## src/rtl/btn_debounce_pkg.sv

```systemverilog
// Shared types and constant helpers for the button conditioning block.
package btn_debounce_pkg;

  // Debounce FSM encoding
  typedef enum logic [1:0] {
    ST_RELEASED     = 2'd0,
    ST_PRESS_WAIT   = 2'd1,
    ST_PRESSED      = 2'd2,
    ST_RELEASE_WAIT = 2'd3
  } state_e;

  // Milliseconds to clock cycles at the given clock frequency
  function automatic int unsigned ms_to_cycles(input int unsigned clk_hz,
                                               input int unsigned ms);
    return (clk_hz / 1000) * ms;
  endfunction

  // Counter width able to hold values up to and including lim
  function automatic int unsigned cnt_width(input int unsigned lim);
    return $clog2(lim) + 1;
  endfunction

endpackage

```

## src/rtl/btn_debounce_sync_2ff.sv

```systemverilog
// Two-flop synchronizer for an asynchronous single-bit input; reset value is a parameter.
module sync_2ff #(
  parameter logic RST_VAL = 1'b1
) (
  input  logic clk,
  input  logic rst_n,
  input  logic i_d,
  output logic o_q
);

  logic r_meta;
  logic r_sync;

  // Metastability filter chain
  always_ff @(posedge clk or negedge rst_n) begin
    if (!rst_n) begin
      r_meta <= RST_VAL;
      r_sync <= RST_VAL;
    end else begin
      r_meta <= i_d;
      r_sync <= r_meta;
    end
  end

  assign o_q = r_sync;

endmodule

```

## src/rtl/btn_debounce.sv

```systemverilog
// Debounced active-low button level with long-press and auto-repeat pulses.
module btn_debounce
  import btn_debounce_pkg::*;
#(
  parameter int unsigned CLK_HZ      = 27_000_000,
  parameter int unsigned DEBOUNCE_MS = 10,
  parameter int unsigned HOLD_MS     = 500,
  parameter int unsigned REPEAT_MS   = 100,
  parameter bit          REPEAT_EN   = 1'b1
) (
  input  logic clk,
  input  logic rst_n,
  input  logic btn_n,
  output logic btn_clean_n,
  output logic long_press,
  output logic rpt
);

  localparam int unsigned DB_LIM   = ms_to_cycles(CLK_HZ, DEBOUNCE_MS);
  localparam int unsigned HOLD_LIM = ms_to_cycles(CLK_HZ, HOLD_MS);
  localparam int unsigned REP_LIM  = ms_to_cycles(CLK_HZ, REPEAT_MS);
  localparam int unsigned HOLD_SAT = HOLD_LIM + REP_LIM;
  localparam int unsigned DB_W     = cnt_width(DB_LIM);
  localparam int unsigned HOLD_W   = cnt_width(HOLD_SAT);
  localparam int unsigned REP_W    = cnt_width(REP_LIM);
  localparam bit          DB_ONE   = (DB_LIM <= 1);

  logic              w_s;
  state_e            r_state;
  state_e            w_state_nxt;
  logic [DB_W-1:0]   r_db_cnt;
  logic [DB_W-1:0]   w_db_nxt;
  logic [HOLD_W-1:0] r_hold_cnt;
  logic [HOLD_W-1:0] w_hold_nxt;
  logic [REP_W-1:0]  r_rep_cnt;
  logic [REP_W-1:0]  w_rep_nxt;
  logic              r_clean_n;
  logic              r_long;
  logic              r_rpt;
  logic              w_clean_nxt;
  logic              w_long_nxt;
  logic              w_rpt_nxt;

  logic w_db_hit;
  logic w_hold_hit;
  logic w_in_rep;
  logic w_rep_hit;
  logic w_cnt_step;

  sync_2ff #(.RST_VAL(1'b1)) u_sync (
    .clk   (clk),
    .rst_n (rst_n),
    .i_d   (btn_n),
    .o_q   (w_s)
  );

  // The edge that takes a counter to its limit is the one that acts on it
  assign w_db_hit   = (r_db_cnt >= DB_W'(DB_LIM - 1));
  assign w_hold_hit = (r_hold_cnt == HOLD_W'(HOLD_LIM - 1));
  assign w_in_rep   = (r_hold_cnt >= HOLD_W'(HOLD_LIM));
  assign w_rep_hit  = (r_rep_cnt >= REP_W'(REP_LIM - 1));
  // Hold time advances on every edge the button is seen held while debounced-pressed
  assign w_cnt_step = !w_s && ((r_state == ST_PRESSED) || (r_state == ST_RELEASE_WAIT));

  // State, counter and output registers
  always_ff @(posedge clk or negedge rst_n) begin
    if (!rst_n) begin
      r_state    <= ST_RELEASED;
      r_db_cnt   <= '0;
      r_hold_cnt <= '0;
      r_rep_cnt  <= '0;
      r_clean_n  <= 1'b1;
      r_long     <= 1'b0;
      r_rpt      <= 1'b0;
    end else begin
      r_state    <= w_state_nxt;
      r_db_cnt   <= w_db_nxt;
      r_hold_cnt <= w_hold_nxt;
      r_rep_cnt  <= w_rep_nxt;
      r_clean_n  <= w_clean_nxt;
      r_long     <= w_long_nxt;
      r_rpt      <= w_rpt_nxt;
    end
  end

  // Next state and counters; an input change wins over a counter reaching its limit
  always_comb begin
    w_state_nxt = r_state;
    w_db_nxt    = r_db_cnt;
    w_hold_nxt  = r_hold_cnt;
    w_rep_nxt   = r_rep_cnt;

    if (w_cnt_step) begin
      if (r_hold_cnt < HOLD_W'(HOLD_SAT)) w_hold_nxt = r_hold_cnt + HOLD_W'(1);
      if (w_in_rep) begin
        w_rep_nxt = w_rep_hit ? '0 : r_rep_cnt + REP_W'(1);
      end else if (w_hold_hit) begin
        w_rep_nxt = '0;
      end
    end

    unique case (r_state)
      ST_RELEASED: begin
        if (!w_s) begin
          w_state_nxt = DB_ONE ? ST_PRESSED : ST_PRESS_WAIT;
          w_db_nxt    = DB_ONE ? '0 : DB_W'(1);
          w_hold_nxt  = '0;
          w_rep_nxt   = '0;
        end
      end
      ST_PRESS_WAIT: begin
        if (w_s) begin
          w_state_nxt = ST_RELEASED;
          w_db_nxt    = '0;
        end else if (w_db_hit) begin
          w_state_nxt = ST_PRESSED;
          w_db_nxt    = '0;
          w_hold_nxt  = '0;
          w_rep_nxt   = '0;
        end else begin
          w_db_nxt = r_db_cnt + DB_W'(1);
        end
      end
      ST_PRESSED: begin
        if (w_s) begin
          w_state_nxt = DB_ONE ? ST_RELEASED : ST_RELEASE_WAIT;
          w_db_nxt    = DB_ONE ? '0 : DB_W'(1);
          if (DB_ONE) begin
            w_hold_nxt = '0;
            w_rep_nxt  = '0;
          end
        end
      end
      ST_RELEASE_WAIT: begin
        if (!w_s) begin
          w_state_nxt = ST_PRESSED;
          w_db_nxt    = '0;
        end else if (w_db_hit) begin
          w_state_nxt = ST_RELEASED;
          w_db_nxt    = '0;
          w_hold_nxt  = '0;
          w_rep_nxt   = '0;
        end else begin
          w_db_nxt = r_db_cnt + DB_W'(1);
        end
      end
      default: begin
        w_state_nxt = ST_RELEASED;
        w_db_nxt    = '0;
        w_hold_nxt  = '0;
        w_rep_nxt   = '0;
      end
    endcase
  end

  // Next values of the registered outputs
  always_comb begin
    w_clean_nxt = r_clean_n;
    w_long_nxt  = 1'b0;
    w_rpt_nxt   = 1'b0;
    w_clean_nxt = !((w_state_nxt == ST_PRESSED) || (w_state_nxt == ST_RELEASE_WAIT));
    w_long_nxt  = w_cnt_step && w_hold_hit;
    w_rpt_nxt   = REPEAT_EN && w_cnt_step && (w_hold_hit || (w_in_rep && w_rep_hit));
  end

  assign btn_clean_n = r_clean_n;
  assign long_press  = r_long;
  assign rpt         = r_rpt;

endmodule

```

## config.mk

```make
export PLATFORM = sky130hd
export DESIGN_NAME = btn_debounce
export DESIGN_NICKNAME = d
export VERILOG_FILES = /design/src/rtl/btn_debounce_pkg.sv /design/src/rtl/btn_debounce_sync_2ff.sv /design/src/rtl/btn_debounce.sv
export SDC_FILE = /design/constraint.sdc
export NUM_CORES = 1
export LEC_CHECK = 0
export ABC_AREA = 1
export BUFFER_PORTS_ARGS = -buffer_cell sky130_fd_sc_hd__buf_2
export CAP_MARGIN = 20
export CORE_MARGIN = 4
export CORE_UTILIZATION = 40
export DETAILED_ROUTE_END_ITERATION = 16
export GPL_ROUTABILITY_DRIVEN = 0
export SKIP_LAST_GASP = 1
export SLEW_MARGIN = 20
export SYNTH_ARGS = -nofsm -noshare
export SYNTH_HDL_FRONTEND = slang
export SYNTH_HIERARCHICAL = 1
export SYNTH_SLANG_ARGS = --single-unit
```

## constraint.sdc

```tcl
create_clock -name clk -period 1.9 [get_ports clk]
set_input_delay 0 -clock clk [delete_from_list [all_inputs] [get_ports clk]]
set_output_delay 0 -clock clk [all_outputs]
set_load 0.03 [all_outputs]
```

* Yosys cells after proc, flatten, opt, wreduce, memory -nomap -nowiden *
Cells that the tools add are included.

storage, ports and cells
  bits in registers = 75
  bits of input ports = 3
  output and inout port bits = 3
  word-level logic and storage cells = 64

operators by class
  add/sub/neg operators = 3
  $lt $le $gt $ge = 4
  eq/ne operators = 8
  muxes and demuxes = 29
  reduce and logical (&&, ||, !) cells = 11

operators with widths
  operator                                                      count
  2-to-1 mux 23 bit                                             8
  2-to-1 mux 25 bit                                             6
  2-to-1 mux 20 bit                                             5
  one-hot mux 20 bit (4 select lines)                           1
  one-hot mux 25 bit (3 select lines)                           1
  one-hot mux 23 bit (3 select lines)                           1
  adder 25 x 1 -> 25 bit, second input constant                 1
  equality test 25 x 24 -> 1 bit, second input constant         1
  >= comparator 25 x 24 -> 1 bit, second input constant         1
  less-than comparator 25 x 24 -> 1 bit, second input constant  1
  adder 23 x 1 -> 23 bit, second input constant                 1
  >= comparator 23 x 22 -> 1 bit, second input constant         1
  adder 20 x 1 -> 20 bit, second input constant                 1
  >= comparator 20 x 19 -> 1 bit, second input constant         1
  2-to-1 mux 2 bit                                              6
  equality test 2 bit, second input constant                    4
  one-hot mux 2 bit (4 select lines)                            1
  logical AND 1 bit                                             4
  logical OR 1 bit                                              3
  equality test 2 x 1 -> 1 bit, second input constant           1
  zero test 1 bit                                               2
  zero test 2 bit                                               1
  inequality test 2 x 1 -> 1 bit, second input constant         1
  inequality test 2 bit, second input constant                  1
  AND reduction 2 bit                                           1

* Longest topological paths before layout *
Gate-level depths: netlist of the first run.

  depth after elaboration = 7
  mapped depth = 15

* Hierarchy *
Netlist of the first run, hierarchy kept.

by module, submodules not included
  module        instances  cells an instance  area each (µm²)  seq. area each (µm²)
  btn_debounce  1          918                5724.2           1828.0
  sync_2ff      1          2                  52.6             52.6

* Worst setup path before layout of the first run *
OpenSTA, ideal clock, no wires.

  kind = register to register
  from = register r_hold_cnt[0]
  to = register r_rep_cnt[22]
  setup time = 0.117 ns
  data arrival time = 1.620 ns
  data required time = 1.783 ns
  path slack = 0.163 ns
  cell stages (with the launch flop) = 11
  buffers on the path = 1
  clock period less this slack = 1.737 ns
  cells stage by stage = dfrtp_1 ha_1 nand3_1 nor2_1 nor2b_1 nand2_2 buf_2 nand3_1 nand2_1 nand3_1 nand2_1

between the ends
  word-level cells in the longest chain between the ends = 7

RTL lines
  item                                                                                    line                                      source
  from (decl)                                                                             btn_debounce.sv:33                        logic [HOLD_W-1:0] r_hold_cnt;
  from (signal assigned)                                                                  btn_debounce.sv:78                        r_hold_cnt <= w_hold_nxt;
  parallel branches: the longest is 2 deep, another holds >= comparator 25 x 24 -> 1 bit  n/a
  2-to-1 mux 23 bit (*)                                                                   btn_debounce.sv:95                        if (w_in_rep) begin
  2-to-1 mux 23 bit (*)                                                                   btn_debounce.sv:93                        if (w_cnt_step) begin
  2-to-1 mux 23 bit                                                                       btn_debounce.sv:115, btn_debounce.sv:138
  2-to-1 mux 23 bit (on tied branches)                                                    btn_debounce.sv:135, btn_debounce.sv:112
  one-hot mux 23 bit (3 select lines) (*)                                                 btn_debounce.sv:102                       unique case (r_state)
  net w_rep_nxt[22]                                                                       btn_debounce.sv:36                        logic [REP_W-1:0] w_rep_nxt;
  to (signal assigned)                                                                    btn_debounce.sv:79                        r_rep_cnt <= w_rep_nxt;
  to (decl)                                                                               btn_debounce.sv:35                        logic [REP_W-1:0] r_rep_cnt;

Mark *: on every way through the listed nets, which the timed path passes.
A chain may end at the register's enable or synchronous reset.

* Worst setup path after layout of the first run *
  from = register r_hold_cnt[1]
  to = register r_hold_cnt[22]

between the ends
  word-level cells in the longest chain between the ends = 6

RTL lines
  item                                                                             line                                      source
  adder 25 x 1 -> 25 bit or less-than comparator 25 x 24 -> 1 bit (tied branches)  btn_debounce.sv:94                        if (r_hold_cnt < HOLD_W'(HOLD_SAT)) w_hold_nxt = r_hold_cnt + HOLD_W'(1);
  2-to-1 mux 25 bit (*)                                                            btn_debounce.sv:94
  2-to-1 mux 25 bit (*)                                                            btn_debounce.sv:93
  2-to-1 mux 25 bit                                                                btn_debounce.sv:115, btn_debounce.sv:138
  2-to-1 mux 25 bit (on tied branches)                                             btn_debounce.sv:135, btn_debounce.sv:112
  one-hot mux 25 bit (3 select lines) (*)                                          btn_debounce.sv:102
  net w_hold_nxt[22]                                                               btn_debounce.sv:34                        logic [HOLD_W-1:0] w_hold_nxt;

Mark *: on every way through the listed nets, which the timed path passes. The rest lies on a longest branch.

==> metrics, run 1 <==
first-pass GRT wire length=about 26000 um; main combinational cell family by area after synthesis=simple AND/OR/NAND/NOR gates; Clk Latency, worst-skew pair=around 0.35 ns; top cells by area, synth=dfrtp_1 31%, nand2_1 19%, nor2_1 10%; Pwr Density=between 500 and 600 mW/mm^2; Synth Area per Inst=6.279 um^2; root buf cell=clkbuf_16; Slew Viols, Final=0; Total Power=3.537 mW; hold crit path type=input pin to async pin; total CTS buffers=9; cell area after synthesis=a little under 0.006 mm^2; Worst-path clk slew=about 0.06 ns; area leader, netlist=dfrtp_1; Post-synth EDFFs=0; RSZ-0062 raised after global routing=true; Max VDD drop=a little under 500 uV; CP Max Fanout=4; chip height=roughly 130 um; CTS tree=done; vias in the first global route=about 5400; grt ovf=0; kind of critical path=flip-flop to flip-flop; die area=~0.016 mm^2; CP max-delay cell=dfrtp_1; WL final=15070 um; combinational share of power=0.043; synth-to-layout area growth=17.44%; Synth Instances=a little over 900; Pint=approximately 2.7 mW; port bufs=5; Inserted Diodes=0; Synth Area in XOR/XNOR=0.04700; Fmax=0.5423 GHz; Clk pwr share=0.500; layout net count=971; status=complete, no violations; dpl cells=approximately 1100; crit path DAT=2.08 ns; Post-Syn Nets=just over 900; post-synthesis compound-gate area fraction=0.05826; minimum clock period=between 1.5 and 2 ns; dpl hpwl=10700 um; leak pwr=between 3 and 4 nW; r2r worst-path depth=9; fin crit share=0.9704; Reg power frac=0.457; worst slew pin tran=between 0.5 and 0.6 ns; Netlist cell types=35; Sw Pwr=roughly 850 uW; share of cells above drive strength 1=0.1507; Post-Synth Simple-Gate Area=0.4572; num rows=43; DR DRC count=0; Worst Setup End Kind=flip-flop; relative slew slack=0.6590; adder-cell share of the synthesized area=0.008664; most used cell, CP=nand3_1; final core utilization=0.4850; reg2reg end=r_hold_cnt[22]$_DFF_PN0_; wire per inst=13.12 um; final setup vio count=0; synth warn=6; DRT Pass-1 Iters=7; CP startpoint=r_hold_cnt[1]$_DFF_PN0_; slowest cell delay on critical path=roughly 0.36 ns; top-area cell type share of the netlist area=0.3119; switching share of power=0.2403; clock skew=a little over 0.004 ns; reg2reg start=r_hold_cnt[1]$_DFF_PN0_; post-synthesis async set-or-reset flop share=1.000; GR Util All Layers=0.1925; initial antenna violation count=0; post-synthesis mux area share=0; synthesized flop and latch total=75; crit-path cells=ha_1 > nand3_1 > buf_4 > nor3_2 > nand3_2 > nor2_2 > nand3_1 > nand3_1 > nand2_1; register area share after synthesis=0.3255; remaining antenna violation count after routing=0; Vias/cell=4.950; core area=around 0.014 mm^2; largest net degree at the start of global routing=40; Max Cap Viol=0; Final Hold Viols=0; DR vias=roughly 5700; die width=about 130 um; clock sink count=75; crit path to=r_hold_cnt[22]$_DFF_PN0_; non-filler cells, final=about 1100; Layout fillers=1511; setup slack, reg-to-reg=0.06 ns; starting density of the core=0.4130; I/O pin cnt=6; Clock Path Buffers=2; ys flop type=dfrtp_1; H-tree depth=3; Worst EP required=2.14 ns; Worst Setup Start Kind=flip-flop; drt initial violations=roughly 330
-- registers in the layout, summed over array words and instances (netlist names) --
name,flops
btn_clean_n,1
long_press,1
r_db_cnt,20
r_hold_cnt,25
r_rep_cnt,23
r_state,2
rpt,1
u_sync/o_q,1
u_sync/r_meta,1
-- Yosys cell counts, types with 2 or more instances --
cell	instances
o21ai_2	2
clkbuf_1	7
xnor2_1	5
nand4_1	20
nand3b_1	8
nand2_2	6
nor3_2	3
o21ai_1	5
dfstp_2	3
buf_6	8
nand3_2	4
o21ai_0	25
dfrtp_1	72
nor2_1	160
a21oi_1	12
xor2_1	26
o22ai_1	15
buf_2	14
inv_1	93
nand3_1	101
buf_4	4
nand2_1	288
inv_2	6
nor3_1	13
ha_1	4
nor2_2	7
-- stage by stage --
step / setup TNS (ns) / area (um^2) / setup WS [ns] / hold slack [ns]
finish: 0 / 6784 / 0.05616 / 0.1695
detailed placement: 0 / 6271 / 0.006542 / 0.007218
CTS: 0 / 6594 / 0.01095 / 0.1887
global route: -0.2083 / 6784 / -0.05571 / 0.2217
floorplan: 0 / 5777 / 0.1626 / -0.2956
global placement: 0 / 6271 / 0.03793 / 0.01092
-- area by class of cell --
| class | count | area (um^2) | area share |
|---|---|---|---|
| multi-input cells | 712 | 3420 | 0.5041 |
| flip-flops and latches | 75 | 1888 | 0.2783 |
| repair buffers | 66 | 568.0 | 0.08373 |
| inverters | 100 | 382.9 | 0.05644 |
| clock buffers | 10 | 229.0 | 0.03375 |
| well taps | 180 | 225.2 | 0.03320 |
| clock inverters | 6 | 71.32 | 0.01051 |
-- layout by cell type, fill, tap and decap left out, types with 3 or more instances in the layout --
master / count
buf_12: 5
dfrtp_2: 6
o22ai_1: 15
xnor2_1: 5
buf_2: 4
clkbuf_16: 9
nand2_2: 6
nor2_4: 5
xor2_1: 26
buf_4: 51
nand2_4: 3
dfstp_2: 3
buf_6: 4
o21ai_0: 23
dfrtp_1: 66
nor2_1: 146
nand3_1: 97
nor3_1: 12
a21oi_1: 11
inv_2: 5
nand4_1: 20
inv_1: 92
nand2_1: 285
nor2_2: 17
o21ai_1: 7
nand3b_1: 8
inv_6: 4
ha_1: 3
nor3_2: 4
nand3_2: 8
-- what timing repair did --
action	CTS	global route
pin swaps	0	10
endpoints found under the hold margin	37	0
buffers inserted	0	7
gates cloned	0	1
hold buffers	2	0
setup endpoints to repair	3	49
gates resized for setup	1	46
-- logic make-up (layout without fill, tap and decap cells) --
group | Yosys count | in the layout
AND/OR/NAND/NOR | 615 | 616
buffers and inverters | 134 | 182
flip-flops | 75 | 75
AO/OA/AOI/OAI | 61 | 61
XOR/XNOR | 31 | 31
adder cells (fa/ha/maj) | 4 | 4
-- power groups by stage --
| stage | Sequential [mW] | Combinational, mW | Clock, mW |
|---|---|---|---|
| 3_5_place_dp | 1.65 | 0.147 | 0 |
| 3_3_place_gp | 1.65 | 0.147 | 0 |
| 5_1_grt | 1.62 | 0.172 | 1.89 |
| 6_report | 1.62 | 0.151 | 1.77 |
| 4_1_cts | 1.62 | 0.152 | 1.82 |
| 2_1_floorplan | 1.65 | 0.0654 | 0 |
-- worst max-delay path, delay by kind of cell (launching register included) --
kind | cells | cell delay [ns]
adders and majority gates | 1 | 0.20
DFF | 1 | 0.36
buffers and inverters | 1 | 0.19
and+or+nand+nor | 7 | 0.99
-- routing by layer --
layer,vias up,track usage,part of all wire
met1,2572,0.2674,0.49
met5,-,0,0
met2,91,0.3050,0.46
met4,0,0.06242,0.020
li1,3005,-,-
met3,20,0.03333,0.030
-- how the worst min path moves through the flow --
stage | slack, ns | endpoint | start | depth (start not counted)
6_report | 0.17 | r_db_cnt[9]$_DFFE_PN0P_ | rst_n | 2
5_1_grt | 0.22 | r_state[0]$_DFF_PN0_ | rst_n | 2
4_1_cts | 0.19 | r_db_cnt[13]$_DFFE_PN0P_ | rst_n | 2
3_5_place_dp | 0.007 | r_db_cnt[9]$_DFFE_PN0P_ | rst_n | 1
3_3_place_gp | 0.01 | r_db_cnt[9]$_DFFE_PN0P_ | rst_n | 1
2_1_floorplan | -0.30 | long_press$_DFF_PN0_ | rst_n | 0
Note: power is estimated with default switching activity, not from simulation.
==> inputs of run 2 (changes only) <==
Settings changed: CORE_ASPECT_RATIO from default to 1.5, PLACE_DENSITY from default to 0.55.
==> run 2 against run 1 <==
Against the previous run: hold slack improved by 0.036 ns; count of clock-buffer cells in the layout did not move; sequential power barely moved; routed wire length rose by 11%; via count rose by 2.6%; cell area rose by 0.35%; combinational power rose by 5%; non-clock buffer count rose by 8; register-to-register slack improved by 0.07 ns; core utilization fell by 0.30 points.
==> metrics, run 2 (same netlist as run 1, synthesis figures left out) <==
synth-to-layout area growth=17.85%; final setup vio count=0; Final WS setup=0.1220 ns; die width=about 110 um; post-route cell area=0.006808 mm^2; Fmax=about 0.56 GHz; root buf cell=clkbuf_16; crit path DAT=about 2.0 ns; commonest non-fill, non-tap cells in the layout=287 x nand2_1, 145 x nor2_1, 97 x nand3_1, 91 x inv_1, 66 x dfrtp_1; Slew Viols, Final=0; dpl cells=approximately 1100; grt ovf=0; hold crit path type=input pin to async pin; WL final=around 17000 um; pre-CTS setup slack=0.03339 ns; Worst Setup End Kind=flip-flop; Max VDD drop=476.5 uV; Biggest register=r_hold_cnt; first-pass GRT wire length=27530 um; layout net count=~980; non-filler cells, final=about 1200; die area=around 0.016 mm^2; status=complete, no violations; relative slew slack=0.5973; remaining antenna violation count after routing=0; share of cells above drive strength 1=0.1556; core area=around 0.014 mm^2; clock sink count=75; Max Cap Viol=0; Worst Setup Start Kind=flip-flop; dpl hpwl=around 12000 um; DR DRC count=0; Inserted Diodes=0; worst slew pin tran=~0.6 ns; clock skew=~0.0097 ns; kind of critical path=flip-flop to flip-flop; num rows=53; minimum clock period=between 1.5 and 2 ns; Pwr Density=between 500 and 600 mW/mm^2; largest net degree at the start of global routing=47; most common cell after layout, fill and taps aside=nand2_1; top flop regs=r_hold_cnt x25, r_rep_cnt x23, r_db_cnt x20; RSZ-0062 raised after global routing=true; vias in the first global route=around 5700; I/O pin cnt=6; Layout fillers=between 1500 and 2000; Clock Path Buffers=2; Worst EP required=~2.1 ns; initial antenna violation count=0; chip height=155.2 um; total CTS buffers=9; CP Max Fanout=12; Vias/cell=~5; drt initial violations=~250; DRT Pass-1 Iters=6; Final Hold Viols=0; Placed Instance Area=~0.0064 mm^2; fin crit share=0.9358; wire per inst=14.25 um; GR Util All Layers=0.2063; DR vias=between 5000 and 6000; final core utilization=0.4820; CTS tree=done; Worst-path clk slew=0.07 ns; H-tree depth=3; leak pwr=about 3.1 nW; max reg flops=25; starting density of the core=0.4090; Clk Latency, worst-skew pair=0.34 ns; port bufs=5
[run 2: repair_timing]
action                                 in CTS  in global routing
setup endpoints to repair                   0                 53
resized for setup                           0                 37
hold buffers                                2                  0
endpoints found under the hold margin      41                  0
buffers inserted                            0                  2
[run 2: metal layers]
layer / GRT usage / wire (um) / vias up / part of all wire
met5: 0 / 0 / - / 0
met4: 0.06111 / 262 / 0 / 0.016
met3: 0.02325 / 524 / 16 / 0.031
met2: 0.3871 / 9009 / 119 / 0.54
met1: 0.2440 / 6863 / 2684 / 0.41
li1: - / - / 3016 / -
[run 2: critical path, stage by stage, from the launching register on]
cell       delay (ns)
dfrtp_1          0.42
nor2_2           0.17
nand3_2          0.11
nor2_4           0.13
nand3_1          0.10
nand3_2          0.10
nand3_1          0.12
nand2_4          0.16
clkbuf_16        0.20
nor2_1           0.05
nand2_1          0.06
nand2_1          0.05
[run 2: area by class of cell]
class	count	area, um^2	share of cell area
Tap cell	192	240.2	0.03529
Sequential cell	75	1888	0.2773
Timing Repair Buffer	74	618.1	0.09079
Inverter	100	380.4	0.05587
Clock buffer	10	229.0	0.03363
Clock inverter	6	47.55	0.006984
Multi-Input combinational cell	712	3405	0.5001
[run 2: worst paths after layout]
| path | slack [ns] | end | depth (start not counted) | start |
|---|---|---|---|---|
| hold reg to reg | 0.36 | u_sync/o_q$_DFF_PN1_ | 0 | u_sync/r_meta$_DFF_PN1_ |
| setup reg to reg | 0.12 | r_rep_cnt[3]$_DFF_PN0_ | 11 | r_db_cnt[17]$_DFFE_PN0P_ |
| max in group asynchronous | 1.04 | r_hold_cnt[19]$_DFF_PN0_ | 3 | rst_n |
| setup / recovery | 0.12 | r_rep_cnt[3]$_DFF_PN0_ | 11 | r_db_cnt[17]$_DFFE_PN0P_ |
| hold / removal | 0.21 | r_rep_cnt[12]$_DFF_PN0_ | 2 | rst_n |
| min in group clk | 0.31 | u_sync/r_meta$_DFF_PN1_ | 2 | btn_n |
[run 2: where the power goes]
part / switching, mW / total (mW) / internal, mW
Combinational: 0.110 / 0.159 / 0.0490
Sequential: 0.00897 / 1.62 / 1.61
Clock: 0.729 / 1.63 / 0.900
Total: 0.848 / 3.41 / 2.56
[run 2: through the flow]
stage / power [mW] / setup TNS, ns / hold slack, ns
detailed placement: 1.799 / 0 / 0.05612
finish: 3.405 / 0 / 0.2052
global placement: 1.798 / 0 / 0.05319
global route: 3.543 / -0.02900 / 0.2545
CTS: 3.463 / 0 / 0.2294
floorplan: 1.712 / 0 / -0.2956
